--- src/rtl/vga_scanout.sv ---
`default_nettype none
// ============================================================================
// Module   : vga_scanout
// Purpose  : 640x480@60 VGA timing and frame-buffer reader for a 640x240
//            buffer, with line doubling and 3-stage aligned outputs.
//            Optional VGA_SCANOUT_TEST_PATTERN_EN adds colour bars on test_en.
// Revision : 1.0 - initial release
// ============================================================================
module vga_scanout #(
    parameter int DATA_WIDTH = 3,
    parameter int ADDR_WIDTH = 19,
    parameter int H_ACTIVE   = 640,
    parameter int H_FP       = 16,
    parameter int H_SYNC     = 96,
    parameter int H_BP       = 48,
    parameter int V_ACTIVE   = 480,
    parameter int V_FP       = 10,
    parameter int V_SYNC     = 2,
    parameter int V_BP       = 33
) (
    input  logic                  clk,
    input  logic                  rst_n,
    output logic [ADDR_WIDTH-1:0] fb_addr,
    input  logic [DATA_WIDTH-1:0] fb_q,
    input  logic                  test_en,
    output logic [DATA_WIDTH-1:0] rgb,
    output logic                  hsync,
    output logic                  vsync,
    output logic                  de,
    output logic                  vblank_start
);

    localparam int c_h_total = H_ACTIVE + H_FP + H_SYNC + H_BP;
    localparam int c_v_total = V_ACTIVE + V_FP + V_SYNC + V_BP;
    localparam int c_hw      = $clog2(c_h_total);
    localparam int c_vw      = $clog2(c_v_total);

    localparam logic [c_hw-1:0] c_h_last     = c_hw'(c_h_total - 1);
    localparam logic [c_hw-1:0] c_h_act      = c_hw'(H_ACTIVE);
    localparam logic [c_hw-1:0] c_hs_start   = c_hw'(H_ACTIVE + H_FP);
    localparam logic [c_hw-1:0] c_hs_end     = c_hw'(H_ACTIVE + H_FP + H_SYNC);
    localparam logic [c_vw-1:0] c_v_last     = c_vw'(c_v_total - 1);
    localparam logic [c_vw-1:0] c_v_act      = c_vw'(V_ACTIVE);
    localparam logic [c_vw-1:0] c_vs_start   = c_vw'(V_ACTIVE + V_FP);
    localparam logic [c_vw-1:0] c_vs_end     = c_vw'(V_ACTIVE + V_FP + V_SYNC);
    localparam logic [ADDR_WIDTH-1:0] c_line_step = ADDR_WIDTH'(H_ACTIVE);

    logic [c_hw-1:0]       r_h_cnt;
    logic [c_vw-1:0]       r_v_cnt;
    logic [ADDR_WIDTH-1:0] r_line_base;

    logic w_h_last;
    logic w_v_last;
    logic w_v_act;
    logic w_active;
    logic w_hsync_raw;
    logic w_vsync_raw;

    assign w_h_last    = (r_h_cnt == c_h_last);
    assign w_v_last    = (r_v_cnt == c_v_last);
    assign w_v_act     = (r_v_cnt < c_v_act);
    assign w_active    = (r_h_cnt < c_h_act) && w_v_act;
    assign w_hsync_raw = !((r_h_cnt >= c_hs_start) && (r_h_cnt < c_hs_end));
    assign w_vsync_raw = !((r_v_cnt >= c_vs_start) && (r_v_cnt < c_vs_end));

    // Taken straight from the counters so writers see it at the true (0,V_ACTIVE) cycle.
    assign vblank_start = (r_h_cnt == '0) && (r_v_cnt == c_v_act);

    // line_base advances only after odd lines, so each stored row is shown twice.
    always_ff @(posedge clk or negedge rst_n) begin
        if (!rst_n) begin
            r_h_cnt     <= '0;
            r_v_cnt     <= '0;
            r_line_base <= '0;
        end else if (w_h_last) begin
            r_h_cnt <= '0;
            if (w_v_last) begin
                r_v_cnt     <= '0;
                r_line_base <= '0;
            end else begin
                r_v_cnt <= r_v_cnt + c_vw'(1);
                if (r_v_cnt[0] && w_v_act) begin
                    r_line_base <= r_line_base + c_line_step;
                end
            end
        end else begin
            r_h_cnt <= r_h_cnt + c_hw'(1);
        end
    end

    logic r_act1;
    logic r_act2;
    logic r_hs1;
    logic r_hs2;
    logic r_vs1;
    logic r_vs2;
    logic [DATA_WIDTH-1:0] w_pix;

    always_ff @(posedge clk or negedge rst_n) begin
        if (!rst_n) begin
            fb_addr <= '0;
            r_act1  <= 1'b0;
            r_act2  <= 1'b0;
            r_hs1   <= 1'b1;
            r_hs2   <= 1'b1;
            r_vs1   <= 1'b1;
            r_vs2   <= 1'b1;
            rgb     <= '0;
            de      <= 1'b0;
            hsync   <= 1'b1;
            vsync   <= 1'b1;
        end else begin
            fb_addr <= w_active ? (r_line_base + ADDR_WIDTH'(r_h_cnt)) : '0;
            r_act1  <= w_active;
            r_hs1   <= w_hsync_raw;
            r_vs1   <= w_vsync_raw;
            r_act2  <= r_act1;
            r_hs2   <= r_hs1;
            r_vs2   <= r_vs1;
            rgb     <= r_act2 ? w_pix : '0;
            de      <= r_act2;
            hsync   <= r_hs2;
            vsync   <= r_vs2;
        end
    end

`ifdef VGA_SCANOUT_TEST_PATTERN_EN
    logic [DATA_WIDTH-1:0] r_bar1;
    logic [DATA_WIDTH-1:0] r_bar2;

    // Bars are 64 pixels wide; delayed to meet fb_q at the output stage.
    always_ff @(posedge clk or negedge rst_n) begin
        if (!rst_n) begin
            r_bar1 <= '0;
            r_bar2 <= '0;
        end else begin
            r_bar1 <= DATA_WIDTH'(r_h_cnt >> 6);
            r_bar2 <= r_bar1;
        end
    end

    assign w_pix = test_en ? r_bar2 : fb_q;
`else
    logic w_unused_test_en;
    assign w_unused_test_en = test_en;
    assign w_pix            = fb_q;
`endif

endmodule
`default_nettype wire

--- config.mk ---
export PLATFORM = sky130hd
export DESIGN_NAME = vga_scanout
export DESIGN_NICKNAME = d
export VERILOG_FILES = /design/src/rtl/vga_scanout.sv
export SDC_FILE = /design/constraint.sdc
export NUM_CORES = 1
export LEC_CHECK = 0
export BUFFER_PORTS_ARGS = -buffer_cell sky130_fd_sc_hd__buf_2
export CAP_MARGIN = 20
export CELL_PAD_IN_SITES_DETAIL_PLACEMENT = 1
export CELL_PAD_IN_SITES_GLOBAL_PLACEMENT = 2
export CORE_MARGIN = 5
export CORE_UTILIZATION = 30
export CTS_BUF_LIST = sky130_fd_sc_hd__clkbuf_4
export CTS_CLUSTER_SIZE = 30
export DETAILED_ROUTE_END_ITERATION = 16
export GPL_ROUTABILITY_DRIVEN = 0
export PLACE_DENSITY = 0.68
export SYNTH_ARGS = -nofsm -noshare
export SYNTH_HDL_FRONTEND = slang
export SYNTH_SLANG_ARGS = --single-unit
--- constraint.sdc ---
create_clock -name clk -period 4.8 [get_ports clk]
set_clock_uncertainty 0.05 [all_clocks]
set_input_delay 0 -clock clk [delete_from_list [all_inputs] [get_ports clk]]
set_output_delay 0 -clock clk [all_outputs]
set_load 0.02 [all_outputs]
==> results.toml <==
[outcome]
status = "finished, final reports clean"

[logic_synthesis]
fraction_of_synthesized_cell_area_taken_by_the_top_area_cell_type_pct = 48.7
synth_top_cell_by_area = "sky130_fd_sc_hd__dfrtp_1"
synth_commonest_cells = "sky130_fd_sc_hd__dfrtp_1, sky130_fd_sc_hd__nor2_1, sky130_fd_sc_hd__nand2_1"
synth_area_um2 = 2930
sequential_share_of_the_synthesized_area_pct = 54.1
number_of_flops_mapped_to_enable_cells_by_yosys = 0
top_flip_flop_cell_by_instance_count_after_synthesis = "sky130_fd_sc_hd__dfrtp_1"
asyncSetResetFlopFracSynth_pct = 100
synth.distinct_cells = 42
synthesis.nets = 301
synth_most_common_cell = "sky130_fd_sc_hd__dfrtp_1"
syn_inst = 286
synth.top_cells.by_area = "sky130_fd_sc_hd__dfrtp_1, sky130_fd_sc_hd__dfstp_2, sky130_fd_sc_hd__ha_1"
postSynthRegisterBits = 63
yosysWarningCount = 0
post_synth.cell_area_avg_um2 = 10.2

[pwr]
leakagePower_nw = 1.55
pwr_density_cell_nw_per_um2 = 259
max-vdd-ir-drop_mv = 0.0834

[cts]
ctsRootBufferMaster = "sky130_fd_sc_hd__clkbuf_4"
latest_clock_arrival_within_the_worst_skew_pair_ps = 420
cts_max_level = 3
clk_path_buf_depth = 2
holdBufCountCts = 4
cts.sink_count = 63
path_clk_slew_ps = 120
cts_repair_resize_count = 0
cts_made_buffers = 9
postCtsSetupRepairBufs = 0
tritoncts = "built"

[critical_path]
crit_path_max_fanout = 14
critical_path_class = "reg -> reg"
cp.required_ps = 5080
critPathCaptureType = "flip-flop"
worstReg2RegStart = "r_h_cnt[5]"
critical_path.startpoint = "r_h_cnt[5]"
critical_path_arrival_ps = 2790
crit_path_start_kind = "flip-flop"

[min_path]
class_of_the_tightest_hold_or_removal_check = "in -> async"

[drt]
route.final.wire_length_mm = 6.69
drt_drc_violations_left = 0
detailedRoute.firstPassIterationCount = 4
drtAntennaViolNets = 0
drtIter0Drc = 124
post_drt_via_cell_ratio = 4.77
route.detailed.wl_per_inst_um = 14.5
num_vias = 2192

[grt]
grt.total_usage_pct = 12.4
grt_first_pass_wirelength_mm = 11.4
grt_start_max_net_pins = 64
grt_pass1_vias = 2277
grt_antenna_before_repair = 0
gr-total-overflow = 0

[layout]
nets = 337
post_route_cells_drive_above_1_share_pct = 18.7
fin_util_pct = 35.0
areaGrowthSynthToFinish_pct = 15.2
antenna-diode-count = 0

[flow_run]
max_cap_violations = 0

[sta]
hold_viol = 0
finalHoldWorstSlack_ps = 227
worst_slew_pin_slew_ps = 788
final_max_slew_viol_count = 0
period_minus_slack_ps = 2500
timing.final.crit_share_pct = 52.1
worst_slack_ps = 2300
grt_setup_unrepaired = "false"
report.final.setup_viol = 0
max_slew_margin_pct = 47.5
totalNegativeSetupSlack_ps = 0
max_clock_freq_mhz = 400

[floorplan]
die_h_um = 109
fp.coreArea_um2 = 9640
chipWidth_um = 109
pin_count = 32
rows = 36
floorplan.die_area_um2 = 11800
initial_utilization_pct = 30.4

[placed_design]
number_of_buffers_inserted_by_port_buffering = 30
hpwlAfterDp_mm = 4.61
place_worst_setup_slack_ps = 2320
-- final timing paths --
check / end / slack [ps] / cells after the start
max reg2reg: r_line_base[18] / 2300 / 5
min: fb_addr[14] / 230 / 3
max: r_line_base[18] / 2300 / 5
min in group clk: rgb[0] / 280 / 3
max in group asynchronous: fb_addr[0] / 3950 / 3
min reg2reg: r_act2 / 300 / 0
-- routing by layer --
metal	track usage [%]	vias up	wire [um]	part of all wire [%]
met5	0	-	0	0
met4	4.33	0	88	1.3
met3	3.73	8	269	4.0
met2	19.5	35	2980	45
met1	16.1	1074	3350	50
li1	-	1075	-	-
-- cell type report --
type | count | area [um^2]
Fill cell | 1138 | 6270
Sequential cell | 63 | 1580
Multi-Input combinational cell | 204 | 1270
Timing Repair Buffer | 37 | 213
Tap cell | 133 | 166
Clock buffer | 9 | 67.6
Clock inverter | 7 | 48.8
Inverter | 7 | 26.3
-- stage by stage --
stage               std cells  cell area (um^2)  total power (W)
global placement          440              3220         0.000561
finish                    460              3370         0.000874
floorplan                 286              2930         0.000547
global route              460              3370         0.000918
detailed placement        440              3220         0.000561
CTS                       460              3370         0.000886
-- state kept, by name, indices dropped and copies added (netlist names) --
register and cells:
r_vs1 1, r_act2 1, hsync 1, r_hs1 1
vsync 1, r_v_cnt 10, rgb 3, r_hs2 1
r_vs2 1, r_h_cnt 10, r_act1 1, de 1
fb_addr 19, r_line_base 12
-- layout by cell type, fill, tap and decap left out, types with 3 or more instances in the layout --
cell / count
sky130_fd_sc_hd__nand4_1: 4
sky130_fd_sc_hd__o31ai_1: 9
sky130_fd_sc_hd__buf_2: 30
sky130_fd_sc_hd__ha_1: 9
sky130_fd_sc_hd__o21ai_0: 20
sky130_fd_sc_hd__and3_1: 9
sky130_fd_sc_hd__xnor2_1: 12
sky130_fd_sc_hd__dfstp_2: 6
sky130_fd_sc_hd__inv_1: 7
sky130_fd_sc_hd__nand3_1: 15
sky130_fd_sc_hd__nor3_1: 8
sky130_fd_sc_hd__and2_1: 5
sky130_fd_sc_hd__dfrtp_1: 57
sky130_fd_sc_hd__dlygate4sd3_1: 4
sky130_fd_sc_hd__a31oi_1: 6
sky130_fd_sc_hd__nor2_1: 28
sky130_fd_sc_hd__clkinvlp_4: 3
sky130_fd_sc_hd__a21oi_1: 7
sky130_fd_sc_hd__nor4_1: 3
sky130_fd_sc_hd__clkbuf_4: 9
sky130_fd_sc_hd__buf_4: 3
sky130_fd_sc_hd__xor2_1: 11
sky130_fd_sc_hd__nand2_1: 26
-- power breakdown --
part | internal, W | leakage (nW) | switching [W] | total [W]
logic | 0.00000584 | 0.682 | 0.0000141 | 0.0000200
registers | 0.000532 | 0.811 | 0.000000331 | 0.000533
clock network | 0.000106 | 0.0560 | 0.000215 | 0.000321
total | 0.000644 | 1.55 | 0.000230 | 0.000874
-- kinds of logic (layout without fill, tap and decap cells) --
logic type | Yosys count | count (layout) | synth area share [%]
AND/OR/NAND/NOR | 119 | 119 | 21.2
flip-flops | 63 | 63 | 54.1
AO/OA/AOI/OAI | 52 | 52 | 11.1
XOR/XNOR | 23 | 23 | 6.88
buffers and inverters | 19 | 60 | 2.78
adder cells (fa/ha/maj) | 9 | 9 | 3.85
other | 1 | 1 | 0.128
-- critical path: stages (launching register included) --
cell and delay, ps:
sky130_fd_sc_hd__dfrtp_1 520, sky130_fd_sc_hd__or4b_4 610, sky130_fd_sc_hd__or3_4 440, sky130_fd_sc_hd__nor2_2 310, sky130_fd_sc_hd__nand2_1 220, sky130_fd_sc_hd__o31ai_1 260
No activity file was read; power rests on OpenSTA's default activity.
